### src/rtl/fsm_command_issuer.sv
// Host-side command issuer for the control unit's start/mode/done handshake.
// Issues one start pulse per command, then counts WAIT cycles until done or timeout.
module fsm_command_issuer #(
    parameter int unsigned TIMEOUT = 16,
    parameter int unsigned CNT_W   = 8
) (
    input  logic             clock,
    input  logic             reset,
    input  logic             cmd_valid,
    input  logic             cmd_mode,
    output logic             cmd_ready,
    output logic             start,
    output logic             mode,
    input  logic             e,
    input  logic             s0,
    input  logic             s1,
    input  logic             s2,
    input  logic             done,
    output logic             busy,
    output logic             rsp_valid,
    output logic             rsp_timeout,
    output logic [CNT_W-1:0] rsp_cycles,
    output logic [CNT_W-1:0] rsp_ecount,
    output logic [2:0]       rsp_sel,
    output logic             rsp_mode
);

    typedef enum logic [1:0] {StIdle, StIssue, StWait, StReport} state_e;

    localparam logic [CNT_W-1:0] CntMax     = '1;
    localparam logic [CNT_W-1:0] TimeoutVal = CNT_W'(TIMEOUT);

    state_e           state_q, state_d;
    logic             mode_q, mode_d;
    logic [CNT_W-1:0] cycles_q, cycles_d, cycles_inc;
    logic [CNT_W-1:0] ecount_q, ecount_d, ecount_inc;
    logic             rsp_timeout_q, rsp_timeout_d;
    logic [CNT_W-1:0] rsp_cycles_q, rsp_cycles_d;
    logic [CNT_W-1:0] rsp_ecount_q, rsp_ecount_d;
    logic [2:0]       rsp_sel_q, rsp_sel_d;
    logic             rsp_mode_q, rsp_mode_d;
    logic             wait_exit;

    // Saturating increments; cycles saturate too so a large TIMEOUT cannot wrap.
    always_comb begin
        cycles_inc = (cycles_q == CntMax) ? CntMax : cycles_q + CNT_W'(1);
        ecount_inc = (e && (ecount_q != CntMax)) ? ecount_q + CNT_W'(1) : ecount_q;
        wait_exit  = (state_q == StWait) && (done || (cycles_inc == TimeoutVal));
    end

    always_ff @(posedge clock or posedge reset) begin
        if (reset) begin
            state_q <= StIdle;
        end else begin
            state_q <= state_d;
        end
    end

    always_comb begin
        state_d = state_q;
        unique case (state_q)
            StIdle:   if (cmd_valid) state_d = StIssue;
            StIssue:  state_d = StWait;
            StWait:   if (wait_exit) state_d = StReport;
            StReport: state_d = StIdle;
            default:  state_d = StIdle;
        endcase
    end

    always_comb begin
        cmd_ready = (state_q == StIdle);
        start     = (state_q == StIssue);
        busy      = (state_q != StIdle);
        rsp_valid = (state_q == StReport);
    end

    // Datapath: the response is captured on the final WAIT edge so it is valid in REPORT.
    always_comb begin
        mode_d        = mode_q;
        cycles_d      = cycles_q;
        ecount_d      = ecount_q;
        rsp_timeout_d = rsp_timeout_q;
        rsp_cycles_d  = rsp_cycles_q;
        rsp_ecount_d  = rsp_ecount_q;
        rsp_sel_d     = rsp_sel_q;
        rsp_mode_d    = rsp_mode_q;
        if ((state_q == StIdle) && cmd_valid) begin
            mode_d = cmd_mode;
        end
        if (state_q == StIssue) begin
            cycles_d = '0;
            ecount_d = '0;
        end
        if (state_q == StWait) begin
            cycles_d = cycles_inc;
            ecount_d = ecount_inc;
        end
        if (wait_exit) begin
            rsp_timeout_d = ~done;
            rsp_cycles_d  = cycles_inc;
            rsp_ecount_d  = ecount_inc;
            rsp_sel_d     = {s2, s1, s0};
            rsp_mode_d    = mode_q;
        end
    end

    always_ff @(posedge clock or posedge reset) begin
        if (reset) begin
            mode_q        <= 1'b0;
            cycles_q      <= '0;
            ecount_q      <= '0;
            rsp_timeout_q <= 1'b0;
            rsp_cycles_q  <= '0;
            rsp_ecount_q  <= '0;
            rsp_sel_q     <= '0;
            rsp_mode_q    <= 1'b0;
        end else begin
            mode_q        <= mode_d;
            cycles_q      <= cycles_d;
            ecount_q      <= ecount_d;
            rsp_timeout_q <= rsp_timeout_d;
            rsp_cycles_q  <= rsp_cycles_d;
            rsp_ecount_q  <= rsp_ecount_d;
            rsp_sel_q     <= rsp_sel_d;
            rsp_mode_q    <= rsp_mode_d;
        end
    end

    assign mode        = mode_q;
    assign rsp_timeout = rsp_timeout_q;
    assign rsp_cycles  = rsp_cycles_q;
    assign rsp_ecount  = rsp_ecount_q;
    assign rsp_sel     = rsp_sel_q;
    assign rsp_mode    = rsp_mode_q;

endmodule

### config.mk
export PLATFORM = sky130hd
export DESIGN_NAME = fsm_command_issuer
export DESIGN_NICKNAME = d
export VERILOG_FILES = /design/src/rtl/fsm_command_issuer.sv
export SDC_FILE = /design/constraint.sdc
export NUM_CORES = 1
export LEC_CHECK = 0
export CORE_UTILIZATION = 48
export CTS_CLUSTER_DIAMETER = 40
export DETAILED_ROUTE_END_ITERATION = 12
export GPL_ROUTABILITY_DRIVEN = 0
export PLACE_DENSITY = 0.72
export SYNTH_ARGS = -nofsm -noshare
export SYNTH_HDL_FRONTEND = slang
export SYNTH_SLANG_ARGS = --single-unit
### constraint.sdc
create_clock -name clock -period 1.85 [get_ports clock]
set_input_delay 0.37 -clock clock [delete_from_list [all_inputs] [get_ports clock]]
set_output_delay 0.37 -clock clock [all_outputs]
set_load 0.01 [all_outputs]
==> summary.md, run 1 <==
For the worst path setup slack after routing, the log shows -61.4 ps. The run gives 24 as the placement row count. The core region is 0.00441 mm2. Number of routed nets with antenna violations: 0.

Walking the worst path, the cells encountered are buf_4 -> nand3b_1 -> a21oi_2 -> o211a_4 -> o211ai_4 -> buf_12 -> mux2_4. The post-synth net total is 234, and the met2 track demand over resource is 33.8%. In the global route stage, met3 resource usage came out at 4.62%. TritonCTS built the clock tree.

The tool flagged a number of max-cap violations equal to 0. Number of register bits inferred by synthesis: 40. The netlist area before placement is 0.00223 mm2. The repair_antennas step left the layout with diodes totalling 0. Before antenna repair, the detailed router went through 5 iterations.

Of all cell types, the one taking the most synthesized area is sky130_fd_sc_hd__dfrtp_1. During I/O placement, the number of pins put on the boundary was 35. The run gives 14 as the count of endpoints failing setup in the final report. The post-route netlist has 26.3% of its cells at a drive strength greater than 1.

The post-detailed-route via-to-cell ratio was 5.72. The synthesized design devotes to its leading area cell type 44.9% of total area. The tools report the initial antenna violation count as 0.

For this block, the initial DRC count from the detailed router was 195. Horizontal die dimension: 70.2 um. The total count of max-transition violations in the final report is 0, and the overall routed net length is 5.12 mm.

The post-synthesis async set-or-reset flop share is 100%. The most frequently used flop master after synthesis is sky130_fd_sc_hd__dfrtp_1. The synthesized netlist contains 47 unique library cells. The number of enable flip-flop cells after synthesis came out at 0. The cell type of the slowest stage on the worst timing path is sky130_fd_sc_hd__dfrtp_2. For the maximum number of pins on one net before global-route repair, the log shows 41. Hold timing on the final database bottoms out at a slack of 438 ps. At the later pin of the worst-skew pair, clock insertion delay measures 290 ps. For the pin with the worst max-slew slack, the measured transition is 311 ps. The clock transition at the registers of the reported paths came out at 70 ps.

STA classifies the critical path endpoint as a flop. The post-synthesis to final-layout area growth was 34.9%. The type of the worst setup path is flop to flop. The tools report the total number of nets in the final design as 300. In the final routed layout, each cell accounts on average for 15.2 um.

Once the floorplan was initialized, standard cells occupied 50.5% of the core. The height of the die was 70.2 um. After global routing the overflow that remains totals 0.

The number of hold buffers added after CTS was 0. Clock tree synthesis inserted a total of 5 buffers. Counting I/O delays and the setup requirement, the final critical path takes 1910 ps. The final clock period utilization by the worst path was 103%.

Synthesis produced 219 cells. Counting the fill cells in the layout gives 365. The completed layout was analyzed and its total power is 3.36 mW. The static power due to leakage came out at 1.40 nW. For the number of warnings reported in the yosys synthesis log, the log shows 0.

The worst pin sits at a relative slew slack of 78.7%. The via count of the first global-routing pass is 1856. For the worst flop-to-flop path, the logic depth is 7.

Along the worst path, the maximum fanout reaches 7. The floorplan step defined a die boundary enclosing 0.00492 mm2. The H-tree was split into 2 levels. The tools report the data arrival at the endpoint of the critical path as 2090 ps.

For the final routed DRC violation total, the log shows 0. The critical path's largest stage delay is 440 ps, and the maximum number of buffers from clock root to sink is 2. Ranked by instance count, the synthesized netlist is headed by sky130_fd_sc_hd__dfrtp_1 (40), sky130_fd_sc_hd__nand2_1 (23), sky130_fd_sc_hd__a21oi_1 (15), sky130_fd_sc_hd__mux2_4 (14), sky130_fd_sc_hd__inv_1 (12). The final-report hold violation count came out at 0. Across every metal layer, demand over resource in global routing totals 22.5%. After routing, the total negative slack on setup checks comes to -680 ps. Derived from the worst setup path, the maximum achievable clock frequency is 523 MHz. Of the synthesized area, sequential elements account for 44.9%. In this run the critical register-to-register path is captured at rsp_ecount[0]$_DFFE_PP0P_. Global-route wire length before repair: 8.77 mm. Placed cell count: 325.

Setup repair after global routing could not meet its margin everywhere. Sorting the synthesized cells by area gives the leading types as sky130_fd_sc_hd__dfrtp_1 (45%), sky130_fd_sc_hd__mux2_4 (9.4%), sky130_fd_sc_hd__nand2_1 (3.9%). The half-perimeter wire length of the detailed placement result was 3.75 mm. Across the VDD grid, the largest voltage drop is 838 uV. Dividing total power by cell area gives a power density of 1120 mW/mm2. The root buffer cell is sky130_fd_sc_hd__clkbuf_8. sky130_fd_sc_hd__dfrtp_1 is the most common cell in the netlist. The flop-to-flop setup slack is -60 ps, and the number of buffer cells added on primary ports is 34. The clock tree skew after final layout is 3.08 ps. The total via count in the routed design came out at 1929. At the worst endpoint, the required time is 2030 ps. In the global route stage, met1 resource usage came out at 32.4%.

Most crowded layer after global routing: met2. The final reports fail on negative setup slack. The min-delay analysis places its worst path in the category input port to async pin. The tools report the clock sink total as 40. The worst register-to-register path begins at cycles_q[1]$_DFFE_PP0P_. The worst setup path is launched from a flop. The flow ran to the end, but the final reports show violations.

The mean instance size in the synthesized netlist works out to 10.2 um2. The post-route non-filler standard cell count was 337; the placement-stage worst setup slack was -77.7 ps.
where the power goes:
| part | switching (mW) | leakage, nW | total [mW] | internal, mW |
|---|---|---|---|---|
| Combinational | 0.829 | 0.821 | 1.67 | 0.840 |
| Clock | 0.293 | 0.0410 | 0.550 | 0.257 |
| Sequential | 0.112 | 0.534 | 1.14 | 1.03 |
placed cells by master (no fill, tap or decap), types with 3 or more instances in the layout:
master	count
sky130_fd_sc_hd__clkbuf_8	5
sky130_fd_sc_hd__dlygate4sd2_1	4
sky130_fd_sc_hd__dfrtp_1	38
sky130_fd_sc_hd__nor2_1	11
sky130_fd_sc_hd__ha_1	3
sky130_fd_sc_hd__buf_12	3
sky130_fd_sc_hd__buf_4	31
sky130_fd_sc_hd__a41oi_1	3
sky130_fd_sc_hd__inv_1	11
sky130_fd_sc_hd__a21o_1	4
sky130_fd_sc_hd__o21ai_0	11
sky130_fd_sc_hd__mux2_4	14
sky130_fd_sc_hd__and3_1	4
sky130_fd_sc_hd__clkdlybuf4s50_1	30
sky130_fd_sc_hd__mux2i_1	3
sky130_fd_sc_hd__a21oi_1	15
sky130_fd_sc_hd__o22ai_1	6
sky130_fd_sc_hd__nand2_1	23
sky130_fd_sc_hd__nand3_1	9
sky130_fd_sc_hd__a21boi_0	3
timing repair:
action                     CTS  global route
setup endpoints to repair   17            23
hold endpoints to repair     0             0
resized for setup            9            10
pin swaps                    0             2
buffers inserted             5             1
flip-flops by register name, summed over array words and instances, names as in the netlist:
register,cells
cycles_q,8
rsp_mode,1
rsp_timeout,1
mode,1
rsp_cycles,8
ecount_q,8
rsp_ecount,8
rsp_sel,3
state_q,2
worst max-delay path, delay by kind of cell (launching register included):
family | cells | cell delay (ps)
DFF | 1 | 440
AOI/OAI and AO/OA | 3 | 610
buffers and inverters | 2 | 340
and+or+nand+nor | 1 | 100
muxes | 1 | 300
routing by layer:
layer  part of all wire, %  vias to the layer above
li1                      -                      922
met1                    47                      932
met2                    47                       71
met3                   5.2                        4
met4                   1.1                        0
met5                     0                        -
through the flow:
stage / instance area [um2] / utilization [%]
final: 3010 / 68.2
after global routing: 3010 / 68.2
after CTS: 2980 / 67.4
after detailed placement: 2840 / 64.4
after global placement: 2840 / 64.4
after floorplan: 2240 / -
layout make-up:
class	count	area, um2	area share (%)
clock buffer	6	72.6	2.41
clock inverter	1	5.00	0.166
inverter	12	45.0	1.50
multi-input combinational	157	1180	39.2
sequential	40	1000	33.3
tap	52	65.1	2.16
timing repair buffer	69	639	21.2
worst max-delay path by stage:
stage / startpoint / endpoint / slack, ps / cells past startpoint
after global placement: done / rsp_ecount[4]$_DFFE_PP0P_ / -20 / 5
after floorplan: cycles_q[0]$_DFFE_PP0P_ / rsp_ecount[0]$_DFFE_PP0P_ / -4 / 7
final: cycles_q[1]$_DFFE_PP0P_ / rsp_ecount[0]$_DFFE_PP0P_ / -60 / 7
after CTS: cycles_q[1]$_DFFE_PP0P_ / rsp_ecount[0]$_DFFE_PP0P_ / -90 / 7
after global routing: cycles_q[1]$_DFFE_PP0P_ / rsp_ecount[0]$_DFFE_PP0P_ / -110 / 7
after detailed placement: cycles_q[1]$_DFFE_PP0P_ / rsp_ecount[0]$_DFFE_PP0P_ / -80 / 7
cells by family after synthesis:
logic type | count (synthesis) | synth area share [%]
buffers and inverters | 22 | 4.99
flip-flops | 40 | 44.9
XOR/XNOR | 4 | 1.57
multiplexers | 19 | 11.8
adder cells (fa/ha/maj) | 6 | 3.37
AND/OR/NAND/NOR | 69 | 15.6
AO/OA/AOI/OAI | 59 | 17.8
No activity file was read; power rests on OpenSTA's default activity.
==> run 2: changes to the inputs <==
--- a/config.mk
+++ b/config.mk
@@ -5,11 +5,12 @@
 export SDC_FILE = /design/constraint.sdc
 export NUM_CORES = 1
 export LEC_CHECK = 0
-export CORE_UTILIZATION = 48
+export ABC_CLOCK_PERIOD_IN_PS = 2410
+export CORE_UTILIZATION = 58
 export CTS_CLUSTER_DIAMETER = 40
 export DETAILED_ROUTE_END_ITERATION = 12
 export GPL_ROUTABILITY_DRIVEN = 0
-export PLACE_DENSITY = 0.72
+export PLACE_DENSITY = 0.82
 export SYNTH_ARGS = -nofsm -noshare
 export SYNTH_HDL_FRONTEND = slang
 export SYNTH_SLANG_ARGS = --single-unit
==> constraint.sdc (replaced) <==
create_clock -name clock -period 2.41 [get_ports clock]
set_input_delay 0.482 -clock clock [delete_from_list [all_inputs] [get_ports clock]]
set_output_delay 0.482 -clock clock [all_outputs]
set_load 0.01 [all_outputs]
==> run 2 against run 1 <==
The flow now finishes without violations. Sequential power down 24%. Clock power rose by 9.5%. Maximum frequency decreased by 16%. Register-to-register slack improved by 200 ps. Power down 23%. Non-clock buffer count shrank 29. Sequential share of layout area rose by 3.2 points. Setup slack gained 200 ps. Critical path depth down 1.
==> summary.md, run 2 (synthesis gave the netlist of run 1 again) <==
The run finished with clean final reports. The full die area came out at 0.00410 mm2 (was 0.00492 mm2). The maximum number of pins on one net before global-route repair is 41 (unchanged). For the diode insertion count for antenna repair, the log shows 0 (unchanged). Total number of nets in the final design: 271 (was 300). The count of H-tree levels built during CTS came out at 2 (unchanged).

The number of hold buffers added after cts was 0 (unchanged); the slew at the pin with the worst max-slew slack was 874 ps (was 311 ps). The run gives 0 (unchanged) as the number of routed nets with antenna violations. The final routed DRC violation total was 0 (unchanged).

Fraction of layout cells with a size suffix above 1: 13.2% (was 26.3%). The static power due to leakage was 1.25 nW (was 1.40 nW); the average routed wire per standard cell was 14.5 um (was 15.2 um). The height of the die is 64.0 um (was 70.2 um), and the maximum number of buffers from clock root to sink is 2 (unchanged). Most common library cell in the layout ignoring fill and taps: sky130_fd_sc_hd__dfrtp_1 (unchanged). The clock tree skew after final layout came out at 4.27 ps (was 3.08 ps). The clock transition at the registers of the reported paths is 70 ps (about the same), and the reported net switching power is 901 uW (was 1.23 mW). For the initial antenna violation count, the log shows 0 (unchanged). The final-report hold violation count came out at 0 (unchanged). The initial core utilization is 60.5% (was 50.5%). The post-CTS resize count is 0 (was 9), and the post-CTS setup buffer count is 0 (was 5). Final clock period utilization by the worst path: 94.2% (was 103%). The core footprint was 0.00369 mm2 (was 0.00441 mm2); the post-detailed-route via-to-cell ratio was 5.87 (was 5.72). The run gives 0 (unchanged) as the total count of max-transition violations in the final report. Type of the worst setup path: flop to flop (unchanged).

The maximum fanout along the worst path is 20 (was 7). The total power per unit cell area was 946 mW/mm2 (was 1120 mW/mm2); the count of TritonRoute iterations in the first routing pass was 6 (was 5). Most used cells in the layout excluding fill and tap cells: sky130_fd_sc_hd__dfrtp_1 (40), sky130_fd_sc_hd__clkdlybuf4s50_1 (34), sky130_fd_sc_hd__nand2_1 (23), sky130_fd_sc_hd__a21oi_1 (15), sky130_fd_sc_hd__mux2_4 (14) (was sky130_fd_sc_hd__dfrtp_1 (38), sky130_fd_sc_hd__buf_4 (31), sky130_fd_sc_hd__clkdlybuf4s50_1 (30), sky130_fd_sc_hd__nand2_1 (23), sky130_fd_sc_hd__a21oi_1 (15)).

The combinational share of power was 43.2% (was 49.7%); the final global-route overflow total was 0 (unchanged). TritonCTS built the clock tree. Switching share of total power: 34.8% (was 36.7%). The logs give 33.5% (was 33.9%) for the sequential power share and 24.8% (was 22.5%) for the global-route usage over all layers. Type of the most critical hold path: flop to flop (was input port to async pin). Number of buffer cells added on primary ports: 34 (unchanged). The overall routed net length is 4.43 mm (was 5.12 mm), and the total via count in the routed design is 1790 (was 1929).

The data arrival at the endpoint of the critical path came out at 2450 ps (was 2090 ps). For the tightest slew margin relative to the limit, the log shows 41.4% (was 78.7%). The logs give 484 ps (was 438 ps) for the final-layout worst hold slack and 22 (was 24) for the placement row count.

The proportion of power drawn by the clock network is 23.3% (was 16.4%). The post-synthesis to final-layout area growth is 22.7% (was 34.9%), and the clock sink total is 40 (unchanged). The count of endpoints failing setup in the final report came out at 0 (was 14).

The run gives 1.69 mW (was 2.13 mW) as the total internal power. The I/O pin total was 35 (unchanged); the clock latency on the worst-skew pair was 300 ps (was 290 ps). The via count of the first global-routing pass was 1682 (was 1856). Peak supply drop: 774 uV (was 838 uV). The horizontal die dimension works out to 64.0 um (was 70.2 um). The tools report the highest achievable clock rate as 441 MHz (was 523 MHz). The detailed router's first-iteration violation count was 152 (was 195); the total negative slack for setup checks was 0 ps (was -680 ps). The tools report the max-cap check violation count as 0 (unchanged). Setup repair after global routing left no endpoint under its margin.

Root buffer cell: sky130_fd_sc_hd__clkbuf_8 (unchanged). The nature of the critical path startpoint was a flop (unchanged). For the total clock buffers created by CTS, the log shows 5 (unchanged). The time the final worst path needs with I/O delays and setup is 2270 ps (was 1910 ps), and the global-route wire length before repair is 7.81 mm (was 8.77 mm). The critical path required time is 2590 ps (was 2030 ps), and the half-perimeter wire length of the detailed placement result is 3.09 mm (was 3.75 mm).

Kind of capture point of the worst setup path: a flop (unchanged).
run 2: worst paths after layout:
kind | cells after the start | endpoint | from | slack [ps]
max in group asynchronous | 3 | rsp_ecount[4]$_DFFE_PP0P_ | reset | 1470
min in group asynchronous | 3 | rsp_sel[2]$_DFFE_PP0P_ | reset | 600
hold reg to reg | 1 | rsp_cycles[0]$_DFFE_PP0P_ | rsp_cycles[0]$_DFFE_PP0P_ | 480
hold / removal | 1 | rsp_cycles[0]$_DFFE_PP0P_ | rsp_cycles[0]$_DFFE_PP0P_ | 480
setup / recovery | 6 | rsp_ecount[3]$_DFFE_PP0P_ | cycles_q[0]$_DFFE_PP0P_ | 140
setup reg to reg | 6 | rsp_ecount[3]$_DFFE_PP0P_ | cycles_q[0]$_DFFE_PP0P_ | 140
run 2: worst max-delay path, cell delays in order, from the launching register on:
cell and delay (ps):
sky130_fd_sc_hd__dfrtp_1 360, sky130_fd_sc_hd__ha_1 230, sky130_fd_sc_hd__or2_1 160, sky130_fd_sc_hd__nor3_1 60, sky130_fd_sc_hd__o211a_4 290, sky130_fd_sc_hd__o211ai_4 690
sky130_fd_sc_hd__mux2_4 360
run 2: area by class of cell:
| type | instances | area [um2] |
|---|---|---|
| inverters | 12 | 45.0 |
| repair buffers | 40 | 385 |
| fillers | 292 | 952 |
| flip-flops and latches | 40 | 1000 |
| multi-input cells | 157 | 1120 |
| clock buffers | 7 | 96.3 |
| well taps | 48 | 60.1 |
| clock inverters | 1 | 30.0 |
run 2: metrics by stage:
step           power [mW]  setup WS, ps  cell area [um2]  std cells  util, %
2_1_floorplan        1.59           468             2230        219        -
3_3_place_gp         1.97           169             2610        297     70.8
3_5_place_dp         1.99           130             2610        297     70.8
4_1_cts              2.60           132             2740        305     74.2
5_1_grt              2.76          23.5             2740        305     74.2
6_report             2.59           141             2740        305     74.2
run 2: power by group through the flow:
stage | clock network [mW] | logic [mW] | registers (mW)
after CTS | 0.612 | 1.12 | 0.868
after detailed placement | 0 | 1.11 | 0.880
after floorplan | 0 | 0.674 | 0.911
after global placement | 0 | 1.10 | 0.877
after global routing | 0.634 | 1.24 | 0.885
final | 0.602 | 1.12 | 0.867
run 2: routing by layer:
layer,vias to the layer above,global-route usage (%),wire (um)
met5,-,0,0
met2,69,38.3,2010
met4,0,9.66,69
met1,850,34.9,2070
met3,8,3.93,279
li1,863,-,-
==> run 3: changes to the inputs <==
--- a/config.mk
+++ b/config.mk
@@ -6,11 +6,11 @@
 export NUM_CORES = 1
 export LEC_CHECK = 0
 export ABC_CLOCK_PERIOD_IN_PS = 2410
-export CORE_UTILIZATION = 58
+export CORE_UTILIZATION = 45
 export CTS_CLUSTER_DIAMETER = 40
 export DETAILED_ROUTE_END_ITERATION = 12
-export GPL_ROUTABILITY_DRIVEN = 0
-export PLACE_DENSITY = 0.82
+export PLACE_DENSITY = 0.66
+export SKIP_LAST_GASP = 1
 export SYNTH_ARGS = -nofsm -noshare
 export SYNTH_HDL_FRONTEND = slang
 export SYNTH_SLANG_ARGS = --single-unit
==> run 3 against run 2 <==
Clock skew rose by 4.5 ps. Non-clock buffer count increased by 2. Count of clock-buffer cells in the layout is the same. Die area up 28%.
==> summary.md, run 3 (synthesis gave the netlist of run 1 again) <==
The number of fill cells in the layout was 441 (was 292). The flow ran to the end, and the final reports show no timing, DRC or antenna violations. The static power due to leakage is 1.26 nW (was 1.25 nW). For the overall routed net length, the log shows 4.64 mm (was 4.43 mm). The root buffer cell was sky130_fd_sc_hd__clkbuf_8 (unchanged).

Kind of capture point of the worst setup path: a flop (unchanged). The horizontal die dimension is 72.4 um (was 64.0 um), and the fraction of layout cells with a size suffix above 1 is 13.9% (was 13.2%). The total negative slack for setup checks was 0 ps (unchanged); the maximum fanout along the worst path was 20 (unchanged). Full die area: 0.00524 mm2 (was 0.00410 mm2).

The clock latency on the worst-skew pair is 290 ps (was 300 ps). The run gives 0 (unchanged) as the final-report hold violation count. Diode insertion count for antenna repair: 0 (unchanged). The logs give 20.0% (was 24.8%) for the global-route usage over all layers and 0 (unchanged) for the final routed DRC violation total.

The clock tree skew after final layout was 8.73 ps (was 4.27 ps); the average routed wire per standard cell was 14.2 um (was 14.5 um). The global-route wire length before repair was 8.06 mm (was 7.81 mm); the post-CTS resize count was 0 (unchanged). Setup repair after global routing left no endpoint under its margin. The run gives 0 (unchanged) as the number of hold buffers added after cts. The type of the most critical hold path was flop to flop (unchanged). The final clock period utilization by the worst path is 93.8% (was 94.2%), and the count of H-tree levels built during CTS is 2 (unchanged). The placement-stage worst setup slack was 114 ps (was 130 ps); the sequential power share was 33.3% (was 33.5%). The nature of the critical path startpoint was a flop (unchanged). The switching share of total power is 34.7% (was 34.8%). Max-cap check violation count: 0 (unchanged).

The tightest slew margin relative to the limit came out at 43.8% (was 41.4%). The tools report the final global-route overflow total as 0 (unchanged). The slew at the pin with the worst max-slew slack is 839 ps (was 874 ps). The run gives 0.00475 mm2 (was 0.00369 mm2) as the core footprint. The logs give 0 (unchanged) for the total count of max-transition violations in the final report and 41 (unchanged) for the maximum number of pins on one net before global-route repair. TritonCTS built the clock tree.

The tools report the total internal power as 1.70 mW (was 1.69 mW). Most used cells in the layout excluding fill and tap cells: sky130_fd_sc_hd__dfrtp_1 (40), sky130_fd_sc_hd__clkdlybuf4s50_1 (34), sky130_fd_sc_hd__nand2_1 (23), sky130_fd_sc_hd__a21oi_1 (15), sky130_fd_sc_hd__mux2_4 (14) (unchanged). The initial antenna violation count is 0 (unchanged), and the highest achievable clock rate is 442 MHz (was 441 MHz). The tools report the detailed router's first-iteration violation count as 114 (was 152).

The run gives 0 (unchanged) as the count of endpoints failing setup in the final report. The initial core utilization was 46.9% (was 60.5%). The reported net switching power is 903 uW (was 901 uW). The tools report the total clock buffers created by CTS as 5 (unchanged). The total power per unit cell area was 939 mW/mm2 (was 946 mW/mm2); the total via count in the routed design was 1719 (was 1790). At the end of routability-driven placement, the weighted congestion stood at 0.893. The clock transition at the registers of the reported paths was 80 ps (was 70 ps). The half-perimeter wire length of the detailed placement result is 3.24 mm (was 3.09 mm). The total number of nets in the final design came out at 273 (was 271). Combinational share of power: 43.6% (was 43.2%).

The post-synthesis to final-layout area growth is 24.4% (was 22.7%), and the via count of the first global-routing pass is 1728 (was 1682). The I/O pin total is 35 (unchanged). The height of the die is 72.4 um (was 64.0 um), and the clock sink total is 40 (unchanged).

Post-CTS setup buffer count: 0 (unchanged). The peak supply drop was 891 uV (was 774 uV). The type of the worst setup path is flop to flop (unchanged). For the data arrival at the endpoint of the critical path, the log shows 2430 ps (was 2450 ps). The time the final worst path needs with I/O delays and setup came out at 2260 ps (was 2270 ps).

Worst path setup slack after routing: 150 ps (was 141 ps). For the number of routed nets with antenna violations, the log shows 0 (unchanged). For the maximum number of buffers from clock root to sink, the log shows 2 (unchanged).

The placement row count is 25 (was 22). The number of buffer cells added on primary ports came out at 34 (unchanged). The logs give 2580 ps (was 2590 ps) for the critical path required time and 23.1% (was 23.3%) for the proportion of power drawn by the clock network. The post-detailed-route via-to-cell ratio was 5.27 (was 5.87). Count of TritonRoute iterations in the first routing pass: 4 (was 6).

The most common library cell in the layout ignoring fill and taps was sky130_fd_sc_hd__dfrtp_1 (unchanged).
run 3: layer usage:
| layer | global-route usage [%] | wire length [um] |
|---|---|---|
| met1 | 27.0 | 2390 |
| met2 | 30.9 | 2020 |
| met3 | 5.00 | 162 |
| met4 | 7.63 | 63 |
| met5 | 0 | 0 |
run 3: worst max-delay path, stage by stage, from the launching register on:
cell and delay, ps:
sky130_fd_sc_hd__dfrtp_1 380, sky130_fd_sc_hd__ha_1 240, sky130_fd_sc_hd__or2_1 140, sky130_fd_sc_hd__nor3_1 60
sky130_fd_sc_hd__o211a_4 290, sky130_fd_sc_hd__o211ai_4 670, sky130_fd_sc_hd__mux2_4 350
run 3: layout make-up:
| class | instances | area (um2) | area share (%) |
|---|---|---|---|
| timing repair buffer | 42 | 400 | 14.4 |
| clock buffer | 7 | 96.3 | 3.47 |
| inverter | 12 | 45.0 | 1.62 |
| sequential | 40 | 1000 | 36.1 |
| tap | 67 | 83.8 | 3.02 |
| clock inverter | 1 | 30.0 | 1.08 |
| multi-input combinational | 157 | 1120 | 40.3 |
run 3: path summary, 6_finish.rpt:
| path | startpoint | end | slack (ps) | cells past startpoint |
|---|---|---|---|---|
| worst min register to register | rsp_cycles[2]$_DFFE_PP0P_ | rsp_cycles[2]$_DFFE_PP0P_ | 480 | 1 |
| max in group asynchronous | reset | cycles_q[7]$_DFFE_PP0P_ | 1420 | 3 |
| min in group asynchronous | reset | ecount_q[5]$_DFFE_PP0P_ | 610 | 3 |
| worst max-delay path | cycles_q[1]$_DFFE_PP0P_ | rsp_sel[0]$_DFFE_PP0P_ | 150 | 6 |
| worst min-delay path | rsp_cycles[2]$_DFFE_PP0P_ | rsp_cycles[2]$_DFFE_PP0P_ | 480 | 1 |
| worst max register to register | cycles_q[1]$_DFFE_PP0P_ | rsp_sel[0]$_DFFE_PP0P_ | 150 | 6 |
run 3: power by group through the flow:
stage | clock network (mW) | registers (mW) | logic [mW]
floorplan | 0 | 0.911 | 0.674
global placement | 0 | 0.880 | 1.12
detailed placement | 0 | 0.880 | 1.14
CTS | 0.618 | 0.869 | 1.15
global route | 0.638 | 0.885 | 1.25
finish | 0.601 | 0.869 | 1.14
run 3: per-stage QoR:
stage | cell area [um2] | hold WS (ps) | std cells | power, mW | util (%)
finish | 2780 | 477 | 326 | 2.61 | 58.4
CTS | 2780 | 485 | 326 | 2.63 | 58.4
floorplan | 2230 | 484 | 219 | 1.59 | -
detailed placement | 2650 | 466 | 318 | 2.02 | 55.7
global placement | 2650 | 464 | 318 | 2.00 | 55.7
global route | 2780 | 493 | 326 | 2.78 | 58.4
